===== src/rtl/fifo_uart_tx.sv =====
// Byte FIFO feeding an 8N1 UART transmitter. Bytes from the flash read path
// are queued and shifted out LSB first on uart_tx. Push and pop events are
// exported as one-cycle trigger pulses.
//
// Ports:
//   CLKA         system clock, rising edge
//   rst_n        asynchronous active-low reset
//   wr_en        push request
//   wr_data      byte to push
//   clr_ovf      synchronous clear of the sticky overflow flag
//   full         occupancy == FIFO_DEPTH
//   empty        occupancy == 0
//   count        occupancy, 0..FIFO_DEPTH
//   overflow     sticky: a push was dropped while full
//   uart_tx      serial output, idle high
//   tx_busy      transmitter not idle
//   fifo_trig_wr one-cycle pulse per accepted push
//   fifo_trig_re one-cycle pulse per pop
module fifo_uart_tx #(
  parameter int unsigned CLKS_PER_BIT = 174,
  parameter int unsigned FIFO_DEPTH   = 16,
  parameter int unsigned ADDR_W       = 4
) (
  input  logic              CLKA,
  input  logic              rst_n,
  input  logic              wr_en,
  input  logic [7:0]        wr_data,
  input  logic              clr_ovf,
  output logic              full,
  output logic              empty,
  output logic [ADDR_W:0]   count,
  output logic              overflow,
  output logic              uart_tx,
  output logic              tx_busy,
  output logic              fifo_trig_wr,
  output logic              fifo_trig_re
);

  localparam int unsigned CNT_W  = ADDR_W + 1;
  localparam int unsigned BAUD_W = $clog2(CLKS_PER_BIT);

  localparam logic [BAUD_W-1:0] BAUD_LAST = BAUD_W'(CLKS_PER_BIT - 1);
  localparam logic [CNT_W-1:0]  CNT_FULL  = CNT_W'(FIFO_DEPTH);

  typedef enum logic [1:0] {
    S_IDLE,
    S_START,
    S_DATA,
    S_STOP
  } state_t;

  logic [7:0]        mem [FIFO_DEPTH];

  state_t            state,    state_nxt;
  logic [BAUD_W-1:0] baud,     baud_nxt;
  logic [2:0]        bit_idx,  bit_idx_nxt;
  logic [7:0]        shift,    shift_nxt;
  logic              tx_nxt;
  logic [ADDR_W-1:0] wr_ptr,   wr_ptr_nxt;
  logic [ADDR_W-1:0] rd_ptr,   rd_ptr_nxt;
  logic [CNT_W-1:0]  count_nxt;
  logic              overflow_nxt;

  logic              bit_end;
  logic              pop;
  logic              push;
  logic              drop;

  // Pop from IDLE, or on the final stop-bit cycle for gapless frames.
  assign bit_end = (baud == BAUD_LAST);
  assign pop     = !empty && ((state == S_IDLE) || ((state == S_STOP) && bit_end));
  assign push    = wr_en && (!full || pop);
  assign drop    = wr_en && full && !pop;

  // Storage has no reset: contents are meaningless once pointers clear.
  always_ff @(posedge CLKA) begin
    if (push) begin
      mem[wr_ptr] <= wr_data;
    end
  end

  // Transmitter next-state and line value.
  always_comb begin
    state_nxt   = state;
    baud_nxt    = baud;
    bit_idx_nxt = bit_idx;
    shift_nxt   = shift;
    tx_nxt      = uart_tx;

    case (state)
      S_IDLE: begin
        baud_nxt = '0;
      end
      S_START: begin
        if (bit_end) begin
          baud_nxt    = '0;
          bit_idx_nxt = '0;
          state_nxt   = S_DATA;
          tx_nxt      = shift[0];
        end else begin
          baud_nxt = baud + BAUD_W'(1);
        end
      end
      S_DATA: begin
        if (bit_end) begin
          baud_nxt = '0;
          if (bit_idx == 3'd7) begin
            state_nxt = S_STOP;
            tx_nxt    = 1'b1;
          end else begin
            bit_idx_nxt = bit_idx + 3'd1;
            shift_nxt   = {1'b0, shift[7:1]};
            tx_nxt      = shift[1];
          end
        end else begin
          baud_nxt = baud + BAUD_W'(1);
        end
      end
      S_STOP: begin
        if (bit_end) begin
          baud_nxt  = '0;
          state_nxt = S_IDLE;
          tx_nxt    = 1'b1;
        end else begin
          baud_nxt = baud + BAUD_W'(1);
        end
      end
      default: begin
        state_nxt = S_IDLE;
        baud_nxt  = '0;
        tx_nxt    = 1'b1;
      end
    endcase

    // A pop always starts a new frame, overriding the IDLE/STOP exits.
    if (pop) begin
      state_nxt = S_START;
      baud_nxt  = '0;
      shift_nxt = mem[rd_ptr];
      tx_nxt    = 1'b0;
    end
  end

  // FIFO bookkeeping.
  always_comb begin
    wr_ptr_nxt   = push ? wr_ptr + ADDR_W'(1) : wr_ptr;
    rd_ptr_nxt   = pop  ? rd_ptr + ADDR_W'(1) : rd_ptr;
    count_nxt    = count;
    overflow_nxt = overflow;

    case ({push, pop})
      2'b10:   count_nxt = count + CNT_W'(1);
      2'b01:   count_nxt = count - CNT_W'(1);
      default: count_nxt = count;
    endcase

    // A drop in the same cycle as a clear leaves the flag set.
    if (drop) begin
      overflow_nxt = 1'b1;
    end else if (clr_ovf) begin
      overflow_nxt = 1'b0;
    end
  end

  // State and output registers.
  always_ff @(posedge CLKA or negedge rst_n) begin
    if (!rst_n) begin
      state        <= S_IDLE;
      baud         <= '0;
      bit_idx      <= '0;
      shift        <= '0;
      uart_tx      <= 1'b1;
      tx_busy      <= 1'b0;
      wr_ptr       <= '0;
      rd_ptr       <= '0;
      count        <= '0;
      full         <= 1'b0;
      empty        <= 1'b1;
      overflow     <= 1'b0;
      fifo_trig_wr <= 1'b0;
      fifo_trig_re <= 1'b0;
    end else begin
      state        <= state_nxt;
      baud         <= baud_nxt;
      bit_idx      <= bit_idx_nxt;
      shift        <= shift_nxt;
      uart_tx      <= tx_nxt;
      tx_busy      <= (state_nxt != S_IDLE);
      wr_ptr       <= wr_ptr_nxt;
      rd_ptr       <= rd_ptr_nxt;
      count        <= count_nxt;
      full         <= (count_nxt == CNT_FULL);
      empty        <= (count_nxt == '0);
      overflow     <= overflow_nxt;
      fifo_trig_wr <= push;
      fifo_trig_re <= pop;
    end
  end

endmodule


===== config.mk =====
export PLATFORM = sky130hd
export DESIGN_NAME = fifo_uart_tx
export DESIGN_NICKNAME = d
export VERILOG_FILES = /design/src/rtl/fifo_uart_tx.sv
export SDC_FILE = /design/constraint.sdc
export NUM_CORES = 1
export LEC_CHECK = 0
export ABC_AREA = 1
export BUFFER_PORTS_ARGS = -buffer_cell sky130_fd_sc_hd__clkbuf_2
export CELL_PAD_IN_SITES_DETAIL_PLACEMENT = 1
export CELL_PAD_IN_SITES_GLOBAL_PLACEMENT = 1
export CORE_MARGIN = 10
export CORE_UTILIZATION = 49
export CTS_CLUSTER_DIAMETER = 40
export DETAILED_ROUTE_END_ITERATION = 12
export PLACE_DENSITY = 0.83
export SETUP_SLACK_MARGIN = 0.2
export SYNTH_ARGS = -nofsm -noshare
export SYNTH_HDL_FRONTEND = slang
export SYNTH_SLANG_ARGS = --single-unit

===== constraint.sdc =====
create_clock -name CLKA -period 3.9 [get_ports CLKA]
set_input_delay 0.78 -clock CLKA [delete_from_list [all_inputs] [get_ports CLKA]]
set_output_delay 0.78 -clock CLKA [all_outputs]
set_load 0.03 [all_outputs]

Yosys cells after proc, flatten, opt, wreduce, memory -nomap -nowiden
Memory sizes are Yosys's and may differ from the RTL's.
Cells that the tools add are included.
- flip-flop bits (word level): 41
- bits in writable memories: 128
- bits of input ports: 12
- output and inout bits: 12
- memories kept: 1
- add/sub/neg operators: 6
- equal/unequal tests: 15
- mux-type cells: 28
- reduce and logical (&&, ||, !) cells: 22
- memory list (memory ; words ; bits a word ; rd ports ; clocked after Yosys merged registers in ; wr ports ; line ; RTL):
    mem ; 16 ; 8 ; 1 ; 0 ; 1 ; 52 ; logic [7:0] mem [FIFO_DEPTH];
- operators with widths (operator ; count):
    two-way mux 8 bit ; 6
    case mux 8 bit (2 select lines) ; 1
    two-way mux 2 bit ; 5
    case mux 5 bit (2 select lines) ; 1
    nonzero test 2 bit ; 5
    two-way mux 1 bit ; 9
    two-way mux 3 bit ; 3
    inequality test 3 bit (second input constant) ; 3
    adder 4 x 1 -> 4 bit (second input constant) ; 2
    adder 8 x 1 -> 8 bit (second input constant) ; 1
    == test 8 bit (second input constant) ; 1
    inequality test 2 bit (second input constant) ; 4
    AND reduction 4 bit ; 2
    == test 2 bit (second input constant) ; 3
    case mux 2 bit (3 select lines) ; 1
    case mux 3 bit (2 select lines) ; 1
    adder 5 x 1 -> 5 bit (second input constant) ; 1
    == test 5 bit (second input constant) ; 1
    logical AND 1 bit ; 5
    logical NOT 5 bit ; 1
    subtractor 5 x 1 -> 5 bit (second input constant) ; 1
    == test 2 x 1 -> 1 bit (second input constant) ; 2
    nonzero test 4 bit ; 1
    adder 3 x 1 -> 3 bit (second input constant) ; 1
    other kinds (7) ; 10

Longest topological paths before layout
- depth after elaboration: 9
- depth in mapped cells: 23
- depth with buffers taken out: 23

Least setup slack after synthesis
No wires, ideal clock.
- path kind: register to register
- from: reg baud[1]
- to: reg full
- arrival time: 2625 ps
- required time: 3829 ps
- slack: 1203 ps
- cell stages (with the launch flop): 21
- buffers on the path: 1
- period minus slack after synthesis: 2697 ps
- cell sequence: dfrtp_1 > inv_1 > ha_1 > nand2_1 > nor2_2 > nand3_1 > nand2_2 > nand2_4 > inv_2 > buf_4 > ha_1 > nand2_1 > inv_1 > nor2_1 > ha_1 > nand2_1 > o21ai_0 > or2_2 > nor2_1 > nand3_1 > nor2_1
- cells in the longest elaborated chain, start to end: 9
- elaborated cells on any way between the ends: 10
- ends and longest elaborated chain (element ; line ; RTL):
    start, declared ; 55 ; logic [BAUD_W-1:0] baud, baud_nxt;
    start signal, assigned ; 184 ; baud <= baud_nxt;
    == test 8 bit (*) ; 70 ; assign bit_end = (baud == BAUD_LAST);
    logical AND 1 bit (*) ; 71 ; assign pop = !empty && ((state == S_IDLE) || ((state == S_STOP) && bit_end));
    logical OR 1 bit (*) ; 71 ;
    logical AND 1 bit (*) ; 71 ;
    named net pop ; 65 ; logic pop;
    logical OR 1 bit ; 72 ; assign push = wr_en && (!full || pop);
    logical AND 1 bit ; 72 ;
    == test 2 x 1 -> 1 bit or == test 2 bit (tied branches) ; 151 ; case ({push, pop})
    case mux 5 bit (2 select lines) (*) ; 151 ;
    named net count_nxt[1] ; 61 ; logic [CNT_W-1:0] count_nxt;
    == test 5 bit (*) ; 192 ; full <= (count_nxt == CNT_FULL);
    end signal, assigned ; 192 ;
    end, declared ; 29 ; output logic full,
Mark *: on every way through the listed nets, which the timed path passes. The rest lies on a longest branch.
A chain may end at the register's enable or synchronous reset.

Worst setup path after layout
- from: reg baud[1]
- to: reg full
- cells in the longest elaborated chain, start to end: 9
- elaborated cells on any way between the ends: 10
- ends and longest elaborated chain (element ; line):
    == test 8 bit (*) ; 70
    logical AND 1 bit (*) ; 71
    logical OR 1 bit (*) ; 71
    logical AND 1 bit (*) ; 71
    logical OR 1 bit ; 72
    logical AND 1 bit ; 72
    == test 2 x 1 -> 1 bit or == test 2 bit (tied branches) ; 151
    case mux 5 bit (2 select lines) (*) ; 151
    named net count_nxt[1] ; 61
    == test 5 bit (*) ; 192
Marked as above.

==> run metrics <==
chip height between 100 and 150 um; minimum clock period after layout ~3.1 ns; slowest stage cell, crit path dfrtp_1; First DRT Iteration DRCs around 370; LEAKAGE 3.363 nW; Setup Fix Bufs, Post-CTS 0; die width 143.4 um; max incr delay on CP roughly 0.40 ns; # nets final ~800; MaxCap Viol Count 0; async set-reset flop share out of synthesis 0.2426; CTS Hold Buffers Added 0; met3 wire len between 700 and 800 um; Gate Count Post-Synth 733; DIE AREA about 0.021 mm2; VDD IR-drop max roughly 0.36 mV; highest clock rate 0.3180 GHz; outcome completed; DRC errors left 0; Final Slew Violations 0; Startpoint Class flop; Root Driver clkbuf_16; Congestion Overflow GR 0; HP Class reg -> reg; unrepaired setup endpoints after global routing no; first-pass GRT wire length slightly above 30000 um; Non-Filler Instances between 900 and 1000; initial core utilization 0.4948; Sink Count 169; Routed WL per cell 19.64 um; multi-input logic area roughly 0.0023 mm2; initial antenna violation count 0; count of state elements after synthesis around 170; GP Congestion just under 0.9; CTS tree yes; CP Class reg -> reg; final setup vio count 0; post-CTS resize count 0; All-Layer GR Usage 0.1940; Distinct cells, synth 28; Bufs and invs on worst path 3; M1 WL between 7000 and 8000 um; PD cells between 500 and 600 mW/mm2; Area Overhead vs Synth 11.18%; Slew headroom 0.2862; Post-Syn Nets approximately 760; routed wl met2 approximately 10000 um; # diodes 0; insertion delay to the later sink of the worst-skew pair 0.43 ns; DRT Pass-1 Iters 5; Vias roughly 5300; clk slew on worst S/H paths 0.07 ns; clk_skew 0.008966 ns; Critical Path AT 3.51 ns; CTS H-tree lvls 4; largest net degree at the start of global routing 67; worst slew pin tran 1.071 ns; input/output buffers 23; I/O pin total 24; cell area after synthesis ~0.0075 mm2; vias per cell ~5.5; placed insts roughly 900; number of synthesized flops with an enable pin around 130; Fillers about 1700; crit share post-route 0.8064; vias in the first global route ~5700; Ys Warns 0; DP HPWL between 10000 and 15000 um; Critical Path End Type flop; Avg Inst Size Synth around 10 um2; Max Root-Sink Buffers 2; Crit Path Max Fanout 18; layout cell share with drive strength beyond 1 0.09399; DRT antenna net count 0; CORE AREA approximately 0.015 mm2; Setup TNS 0 ns; Num CTS Buffers 17; Hold Violations, Final 0; highest metal used met4; CP required around 4.3 ns; register area about 0.0049 mm2; Total Wirelength 18740 um; prevailing post-synth register cell edfxtp_1; register area share after synthesis 0.6526; CP top delay family simple AND/OR/NAND/NOR gates; row cnt 45; cells along the critical path inv_1, ha_1, nand2_1, nor2_2, nand3_1, nand2_2, nand2_4, inv_2, ha_1, nand2_1, inv_1, nor2_1, ha_1, nand2_1, o21ai_0, or2_2, nor2_1, nand3_1, nor2_1
## cells in the mapped netlist, types with 6 or more instances
master / n / area share
edfxtp_1: 128 / 0.51
ha_1: 17 / 0.028
dfrtp_1: 39 / 0.13
nand2_1: 195 / 0.098
xor2_1: 8 / 0.0094
nand4_1: 6 / 0.0050
nor2_1: 93 / 0.047
o21ai_0: 52 / 0.035
clkbuf_1: 7 / 0.0035
nand3_1: 91 / 0.061
buf_2: 14 / 0.0094
inv_1: 53 / 0.027
## state kept, by name (all words and copies together) (netlist names)
| register | flops |
|---|---|
| baud | 8 |
| bit_idx | 3 |
| count | 5 |
| empty | 1 |
| fifo_trig_re | 1 |
| fifo_trig_wr | 1 |
| full | 1 |
| mem | 128 |
| overflow | 1 |
| rd_ptr | 4 |
| shift | 8 |
| state | 2 |
| tx_busy | 1 |
| uart_tx | 1 |
| wr_ptr | 4 |
## logic make-up after synthesis
logic type / after synthesis / synth area share
flops: 169 / 0.6526
buf+inv: 84 / 0.04508
simple gates: 397 / 0.2217
compound gates: 55 / 0.03922
fa+ha+maj: 17 / 0.02849
xor+xnor: 11 / 0.01291
## per-layer routing
metal | track usage | vias up
met2 | 0.3450 | 108
met1 | 0.2295 | 2663
met3 | 0.03168 | 24
met4 | 0.07523 | 0
met5 | 0 | -
li1 | - | 2483
## path summary, 6_finish.rpt
kind,startpoint,endpoint,slack (ns),depth (start not counted)
hold / removal,uart_tx$_DFFE_PN1P_,uart_tx$_DFFE_PN1P_,0.48,2
setup / recovery,baud[1]$_DFF_PN0_,full$_DFF_PN0_,0.75,19
max in group asynchronous,rst_n,rd_ptr[0]$_DFFE_PN0N_,2.65,1
hold reg to reg,uart_tx$_DFFE_PN1P_,uart_tx$_DFFE_PN1P_,0.48,2
setup reg to reg,baud[1]$_DFF_PN0_,full$_DFF_PN0_,0.75,19
min in group asynchronous,rst_n,baud[6]$_DFF_PN0_,0.53,1
## layout by cell type, fill, tap and decap left out, drive strengths merged
cell type and count:
nand2 198, edfxtp 128, nor2 96, nand3 91, inv 66, o21ai 52, clkbuf 40, dfrtp 39
ha 17, xor2 8, nand4 6, clkinv 6, buf 4, xnor2 3, nor3 2, nor3b 2
dfstp 2, a21boi 1, or2 1, o22ai 1, o21a 1, nand3b 1, clkinvlp 1
## final cells by class
| class | count | area share |
|---|---|---|
| Clock buffer | 17 | 0.05125 |
| Timing Repair Buffer | 27 | 0.01749 |
| Inverter | 58 | 0.02623 |
| Sequential cell | 169 | 0.5871 |
| Tap cell | 188 | 0.02834 |
| Clock inverter | 15 | 0.01764 |
| Multi-Input combinational cell | 480 | 0.2719 |
## report_power, final
part           internal [mW]  switching (mW)  leakage [nW]  total, mW
Combinational          0.147           0.414          1.42      0.561
Clock                  0.853           0.783         0.282       1.64
Sequential              2.12          0.0942          1.66       2.22
## metrics by stage
step,utilization,power (mW),hold WS [ns],cell area (um2),worst slack (ns)
6_report,0.5501,4.415,0.4818,8300,0.7549
5_1_grt,0.5501,4.612,0.5015,8300,0.3803
4_1_cts,0.5501,4.445,0.4808,8300,0.7390
3_5_place_dp,0.5122,2.819,0.4683,7729,0.7828
3_3_place_gp,0.5122,2.778,0.4606,7729,0.9477
2_1_floorplan,-,2.597,0.4419,7466,1.203
## worst register-to-register path, cell delays in order, from the launching register on
cell and delay, ns:
dfrtp_1 0.40, inv_1 0.06, ha_1 0.16, nand2_1 0.07, nor2_2 0.14, nand3_1 0.10
nand2_2 0.09, nand2_4 0.14, inv_2 0.30, ha_1 0.32, nand2_1 0.10, inv_1 0.08
nor2_1 0.06, ha_1 0.28, nand2_1 0.07, o21ai_0 0.09, or2_2 0.28, nor2_1 0.10
nand3_1 0.12, nor2_1 0.12
(Power assumes the default switching activity.)
